File: src/rtl/bcd2bin_pkg.sv
// Shared definitions for the sequential BCD-to-binary converter:
// FSM state encoding, digit width and the per-digit correction constants
// used by the reverse double-dabble cell.
package bcd2bin_pkg;

  typedef enum logic [1:0] {
    ST_IDLE  = 2'd0,
    ST_SHIFT = 2'd1,
    ST_DONE  = 2'd2
  } state_e;

  localparam int DIGIT_W = 4;

  localparam logic [DIGIT_W-1:0] COR_THRESH = 4'd8;
  localparam logic [DIGIT_W-1:0] COR_VAL    = 4'd3;

  // True when a BCD digit holds a non-decimal code (10..15).
  function automatic logic digit_over9(input logic [DIGIT_W-1:0] d);
    return (d > 4'd9);
  endfunction

endpackage

File: src/rtl/bcd2binary_seq_if.sv
// Valid/ready bus for the BCD-to-binary converter: BCD word in,
// binary result (plus digit error flag) out.
interface bcd2binary_seq_if
  import bcd2bin_pkg::*;
#(
  parameter int DIGITS = 3,
  parameter int BIN_W  = 10
);
  logic [DIGIT_W*DIGITS-1:0] in;
  logic                      in_valid;
  logic                      in_ready;
  logic [BIN_W-1:0]          out;
  logic                      out_valid;
  logic                      out_ready;
  logic                      err;

  modport master (
    output in, in_valid, out_ready,
    input  in_ready, out, out_valid, err
  );

  modport slave (
    input  in, in_valid, out_ready,
    output in_ready, out, out_valid, err
  );
endinterface

File: src/rtl/bcd2binary_seq_cond_sub3.sv
// Reverse double-dabble correction cell: a digit that reached 8 or more
// after the right shift has 3 taken off. Mirror of the forward
// converter's conditional-add-3 cell.
module cond_sub3
  import bcd2bin_pkg::*;
(
  input  logic [DIGIT_W-1:0] din_i,
  output logic [DIGIT_W-1:0] dout_o
);
  assign dout_o = (din_i >= COR_THRESH) ? (din_i - COR_VAL) : din_i;
endmodule

File: src/rtl/bcd2binary_seq.sv
// Sequential BCD-to-binary converter (reverse double dabble), one bit per
// clock. Accepts a word in IDLE, spends 4*DIGITS cycles in SHIFT, then
// presents the result in DONE until the sink takes it.
// Optional build macro: BCD2BIN_DIGIT_CHECK_EN enables flagging of input
// digits above 9 on err; without it err is tied low.
module bcd2binary_seq
  import bcd2bin_pkg::*;
#(
  parameter int DIGITS = 3,
  parameter int BIN_W  = 10
)(
  input  logic                  clk,
  input  logic                  reset,
  bcd2binary_seq_if.slave       bus
);
  localparam int W     = DIGIT_W * DIGITS;
  localparam int NSTEP = 4 * DIGITS;
  localparam int CNT_W = $clog2(NSTEP);
  localparam logic [CNT_W-1:0] LAST = CNT_W'(NSTEP - 1);

  state_e           state_q, state_d;
  logic [CNT_W-1:0] cnt_q, cnt_d;
  logic [W-1:0]     bcd_q, bcd_d;
  logic [W-1:0]     bin_q, bin_d;
  logic [W-1:0]     bcd_sh, bin_sh, bcd_cor;

  // One right shift of the combined {bcd, bin} register per step.
  assign {bcd_sh, bin_sh} = {bcd_q, bin_q} >> 1;

  for (genvar g = 0; g < DIGITS; g++) begin : g_cor
    cond_sub3 u_cor (
      .din_i  (bcd_sh[g*DIGIT_W +: DIGIT_W]),
      .dout_o (bcd_cor[g*DIGIT_W +: DIGIT_W])
    );
  end

  // State, step counter and shift registers; reset aborts any conversion.
  always_ff @(posedge clk or posedge reset) begin
    if (reset) begin
      state_q <= ST_IDLE;
      cnt_q   <= '0;
      bcd_q   <= '0;
      bin_q   <= '0;
    end else begin
      state_q <= state_d;
      cnt_q   <= cnt_d;
      bcd_q   <= bcd_d;
      bin_q   <= bin_d;
    end
  end

  // Next-state: load on accept, shift/correct in SHIFT, release on output handshake.
  always_comb begin
    state_d = state_q;
    cnt_d   = cnt_q;
    bcd_d   = bcd_q;
    bin_d   = bin_q;
    case (state_q)
      ST_IDLE: begin
        if (bus.in_valid) begin
          bcd_d   = bus.in;
          bin_d   = '0;
          cnt_d   = '0;
          state_d = ST_SHIFT;
        end
      end
      ST_SHIFT: begin
        bcd_d = bcd_cor;
        bin_d = bin_sh;
        cnt_d = cnt_q + 1'b1;
        if (cnt_q == LAST) state_d = ST_DONE;
      end
      ST_DONE: begin
        if (bus.out_ready) state_d = ST_IDLE;
      end
      default: state_d = ST_IDLE;
    endcase
  end

  assign bus.in_ready  = (state_q == ST_IDLE);
  assign bus.out_valid = (state_q == ST_DONE);
  assign bus.out       = (state_q == ST_DONE) ? BIN_W'(bin_q) : '0;

`ifdef BCD2BIN_DIGIT_CHECK_EN
  logic err_q, err_d, any_bad;

  // Any non-decimal digit in the word being offered.
  always_comb begin
    any_bad = 1'b0;
    for (int g = 0; g < DIGITS; g++) begin
      any_bad = any_bad | digit_over9(bus.in[g*DIGIT_W +: DIGIT_W]);
    end
  end

  // Error flag captured at acceptance, dropped when the result is taken.
  always_comb begin
    err_d = err_q;
    if (state_q == ST_IDLE && bus.in_valid)      err_d = any_bad;
    else if (state_q == ST_DONE && bus.out_ready) err_d = 1'b0;
  end

  // Error flag register.
  always_ff @(posedge clk or posedge reset) begin
    if (reset) err_q <= 1'b0;
    else       err_q <= err_d;
  end

  assign bus.err = err_q;
`else
  assign bus.err = 1'b0;
`endif

endmodule

File: src/flat_wrapper.sv
// flat-port wrapper written by rule: the top's interface ports become plain ports
module bcd2binary_seq_flat import bcd2bin_pkg::*;
#(
  parameter int DIGITS = 3,
  parameter int BIN_W  = 10
)
  (clk, reset, bus_in, bus_in_valid, bus_out_ready, bus_in_ready, bus_out, bus_out_valid, bus_err);
  bcd2binary_seq_if #(.DIGITS(DIGITS), .BIN_W(BIN_W)) bus_i ();
  input  logic clk;
  input  logic reset;
  input wire logic [$bits(bus_i.in)-1:0] bus_in;
  input wire logic [$bits(bus_i.in_valid)-1:0] bus_in_valid;
  input wire logic [$bits(bus_i.out_ready)-1:0] bus_out_ready;
  output wire logic [$bits(bus_i.in_ready)-1:0] bus_in_ready;
  output wire logic [$bits(bus_i.out)-1:0] bus_out;
  output wire logic [$bits(bus_i.out_valid)-1:0] bus_out_valid;
  output wire logic [$bits(bus_i.err)-1:0] bus_err;
  assign bus_i.in = bus_in;
  assign bus_i.in_valid = bus_in_valid;
  assign bus_i.out_ready = bus_out_ready;
  assign bus_in_ready = bus_i.in_ready;
  assign bus_out = bus_i.out;
  assign bus_out_valid = bus_i.out_valid;
  assign bus_err = bus_i.err;
  bcd2binary_seq #(.DIGITS(DIGITS), .BIN_W(BIN_W)) u_core (.clk(clk), .reset(reset), .bus(bus_i));
endmodule
File: config.mk
export PLATFORM = sky130hd
export DESIGN_NAME = bcd2binary_seq_flat
export DESIGN_NICKNAME = d
export VERILOG_FILES = /design/src/rtl/bcd2bin_pkg.sv /design/src/rtl/bcd2binary_seq_if.sv /design/src/rtl/bcd2binary_seq_cond_sub3.sv /design/src/rtl/bcd2binary_seq.sv /design/src/flat_wrapper.sv
export SDC_FILE = /design/constraint.sdc
export NUM_CORES = 1
export LEC_CHECK = 0
export CAP_MARGIN = 20
export CELL_PAD_IN_SITES_DETAIL_PLACEMENT = 1
export CELL_PAD_IN_SITES_GLOBAL_PLACEMENT = 2
export CORE_MARGIN = 10
export CORE_UTILIZATION = 32
export CTS_CLUSTER_DIAMETER = 120
export DETAILED_ROUTE_END_ITERATION = 6
export MAX_ROUTING_LAYER = met4
export PLACE_DENSITY_LB_ADDON = 0.1
export SETUP_SLACK_MARGIN = 0.1
export SYNTH_ARGS = -nofsm -noshare
export SYNTH_HDL_FRONTEND = slang
export SYNTH_SLANG_ARGS = --single-unit
File: constraint.sdc
create_clock -name clk -period 1.6 [get_ports clk]
set_input_delay 0.16 -clock clk [delete_from_list [all_inputs] [get_ports clk]]
set_output_delay 0.16 -clock clk [all_outputs]
set_load 0.005 [all_outputs]
==> impl_summary.md <==
Outcome
The flow ran to the end, and the final reports show no timing, DRC or antenna violations.

Finish
0 antenna diodes ended up in the layout. Of the cells placed in the final design, the portion with a size suffix greater than 1 is 0.251. The final cell utilization of the core is 0.461. After the last flow step, the layout net total stands at slightly above 200. The area added between synthesis and finish is 36.8%. The number of filler instances in the final layout is just under 500.

Floorplanning
The number of placed I/O pins is 29. The total area inside the core boundary comes to 0.00444 mm^2. The site row count is 24. The die is slightly below 90 um wide. The die is approximately 88 um tall. The die area is 0.00782 mm^2.

The initial cell density of the core is 0.337.

Synthesis
The fraction of the yosys area taken by sequential cells is 0.501. The share of Yosys cell area claimed by the top area cell type is 0.501. When the netlist entered floorplanning its net count stood at about 160.

Sorting the synthesized cells by how often they occur yields 30 x sky130_fd_sc_hd__dfrtp_1, 13 x sky130_fd_sc_hd__a22o_1, 10 x sky130_fd_sc_hd__and2_1. Among all cell types in the netlist, the one instantiated most often is sky130_fd_sc_hd__dfrtp_1. Of all cell types, the one taking the most synthesized area is sky130_fd_sc_hd__dfrtp_1. After synthesis, the share of flip-flops with an asynchronous set or reset is 1.00. In this run, distinct cell masters in the synthesized netlist total 32. In this run the cell area of the synthesized design comes to 0.00150 mm^2. The synthesized area per cell is 10.7 um^2. After synthesis, the cell types taking the most area are sky130_fd_sc_hd__dfrtp_1 50%, sky130_fd_sc_hd__a22o_1 7.6%, sky130_fd_sc_hd__and2_1 4.2%.

For this run, the leading register cell type out of synthesis is sky130_fd_sc_hd__dfrtp_1. The number of flops mapped to enable cells by yosys is 0. The synthesized design contains 30 register bits.

In the synthesized netlist, the number of instances is 140. Yosys printed 0 warnings.

Worst setup path
For this run, the slowest stage of the critical path takes approximately 0.40 ns. The start-to-end type of the worst setup path is reg -> reg. The launching point of the worst reg2reg path is u_core.state_q[0]. Of all nets on the critical path, the largest fanout is 16. The worst path arrival time is 1.63 ns. The type of origin of the critical path is a flop.

At the worst endpoint, the required time is 1.77 ns. STA classifies the critical path endpoint as a flop. Walking the worst path, the cells encountered are buf_4, buf_12, and2b_2, buf_6, a221o_1.

The most critical setup path has its startpoint at u_core.state_q[0]. For this design, the slowest cell found on the critical path is sky130_fd_sc_hd__dfrtp_1.

Detailed routing
The average routed wire per standard cell is 18.8 um. The detailed-route via count is 1,278. After the first detailed-routing iteration, the DRC count stood at 50.

The first detailed-routing pass ran for 4 iterations. In this run the remaining antenna-violating nets after routing total 0. After detailed routing, the number of remaining DRC violations is 0. Dividing the detail-routed via count by the number of cells gives around 5.4.

The final layout contains routed wiring with a total length of 4.42 mm.

Place
The HPWL reported at the end of detailed placement is 3.02 mm. The routability congestion estimate is 0.770. The port buffer count is 27.

GRT
The wire length of the first global-routing pass is roughly 7.1 mm. The number of global-route vias before repair was approximately 1.4k. The initial antenna violation count is 0.

The maximum number of pins on one net before global-route repair is 31. For met3 alone, demand over resource in global routing was 0.0331. Global routing finished with a remaining overflow of 0. The met1 usage in global routing is 0.144.

The met2 track demand over resource is 0.191. In the global route stage, overall resource usage came out at 0.120. met2 is the most crowded layer.

CTS
The later-pin clock latency in the skew report is between 0.2 and 0.3 ns. The count of H-tree levels built during CTS is 2. For this design, the CTS-stage hold fixing added 0 buffers.

The maximum count of clock buffers along a single path is 2. The clock transition at the registers of the reported paths is 0.07 ns. TritonCTS created 5 clock buffers. The tree is rooted in a sky130_fd_sc_hd__clkbuf_8.

The clock net in this run drives a total of 30 sinks. The TritonCTS clock tree is yes.

Power and ir drop
The internal portion of the total power is 2220 uW. The switching power summed over all nets is 1300 uW. The areal power density over the cells is about 1700 mW/mm^2. The leakage component of the power is around 0.00095 uW. The combinational share of power is 0.415. Of the total power, the share spent switching nets is 0.370. The sequential group share of total power is 0.400.

Across the VDD grid, the largest voltage drop is ~780 uV. The power share of the clock group is 0.185.

Timing
For the final routed database, the setup TNS stands at 0 ns. The highest attainable clock frequency is 686 MHz. The minimum period implied by the final worst setup slack is about 1.5 ns. The setup skew after layout is 0.0101 ns.

Setup repair after global routing could not meet its margin everywhere. Dividing the final minimum period by the clock period gives 0.912. The count of final hold-check violations came to 0.

The max-slew violation count is 0. Setup violations remaining at the end of the flow were counted as 0.

Run
The number of maximum-capacitance constraint violations is 0.

Worst hold path
The type of the tightest min-delay check is in -> async.
## layout make-up
class,instances,area [um^2],share of cell area
Timing Repair Buffer,44,399,0.195
Inverter,9,33.8,0.0165
Clock inverter,2,12.5,0.00611
Tap cell,52,65.1,0.0318
Sequential cell,30,751,0.367
Clock buffer,6,82.6,0.0403
Multi-Input combinational cell,92,704,0.344
## cell usage in the layout (no fill, tap or decap), types with 5 or more instances in the layout
| cell | Yosys | layout |
|---|---|---|
| sky130_fd_sc_hd__ha_1 | 5 | 5 |
| sky130_fd_sc_hd__and2_1 | 10 | 7 |
| sky130_fd_sc_hd__buf_4 | 1 | 9 |
| sky130_fd_sc_hd__clkdlybuf4s50_1 | 0 | 15 |
| sky130_fd_sc_hd__nor2b_1 | 8 | 7 |
| sky130_fd_sc_hd__clkbuf_2 | 0 | 8 |
| sky130_fd_sc_hd__nand2_1 | 8 | 8 |
| sky130_fd_sc_hd__clkbuf_8 | 0 | 6 |
| sky130_fd_sc_hd__a31oi_1 | 5 | 5 |
| sky130_fd_sc_hd__o22ai_1 | 5 | 5 |
| sky130_fd_sc_hd__inv_1 | 9 | 9 |
| sky130_fd_sc_hd__buf_6 | 0 | 10 |
| sky130_fd_sc_hd__a22o_1 | 13 | 13 |
| sky130_fd_sc_hd__dfrtp_1 | 30 | 30 |
## repair_timing
item	CTS	global route
buffers inserted	2	1
pin swaps	0	2
endpoints found under the hold margin	0	0
gates resized for setup	35	29
cloned	1	1
setup endpoints to repair	12	34
## worst max-delay path: cells and delay by family, from the launching register on
| kind | cells | cell delay [ns] |
|---|---|---|
| buffers and inverters | 3 | 0.44 |
| DFF | 1 | 0.40 |
| AOI/OAI and AO/OA | 1 | 0.28 |
| and+or+nand+nor | 1 | 0.23 |
## power by group through the flow
stage	sequential, uW	clock, uW	combinational, uW
after detailed placement	1400	0	1330
after CTS	1390	668	1370
after global placement	1380	0	1250
after floorplan	1310	0	939
after global routing	1460	714	1620
final	1410	651	1460
## per-stage QoR
stage	instances	hold slack (ns)	area (um^2)	power, uW	worst slack, ns
after floorplan	140	0.249	1500	2250	0.335
after global placement	222	0.467	1880	2620	0.0612
after detailed placement	222	0.479	1880	2730	0.0450
after CTS	233	0.277	2000	3430	0.0225
after global routing	235	0.323	2050	3790	0.0673
final	235	0.263	2050	3520	0.141
## registers in the layout, summed over array words and instances (netlist names)
signal          cells
u_core.state_q      2
u_core.bin_q       12
u_core.bcd_q       12
u_core.cnt_q        4
## path summary, 6_finish.rpt
path	to	slack (ns)	cells past startpoint
max	u_core.bcd_q[6]	0.14	5
min	u_core.bcd_q[4]	0.26	3
max reg2reg	u_core.bcd_q[6]	0.14	5
min reg2reg	u_core.bcd_q[10]	0.49	2
max in group asynchronous	u_core.bcd_q[3]	1.04	3
min in group clk	u_core.state_q[1]	0.44	2
## per-layer routing
layer	share of wire	routed length, um
met1	0.47	2070
met2	0.47	2080
met3	0.057	251
met4	0.0041	18
met5	0	0
## cells by family after synthesis
kind of cell,Yosys count,share of synthesized area
AO/OA/AOI/OAI,45,0.235
other,1,0.00250
adder cells (fa/ha/maj),5,0.0418
AND/OR/NAND/NOR,36,0.136
flip-flops,30,0.501
XOR/XNOR,4,0.0234
buffers and inverters,18,0.0526
multiplexers,1,0.00752
Power figures use the tool's default switching activity.
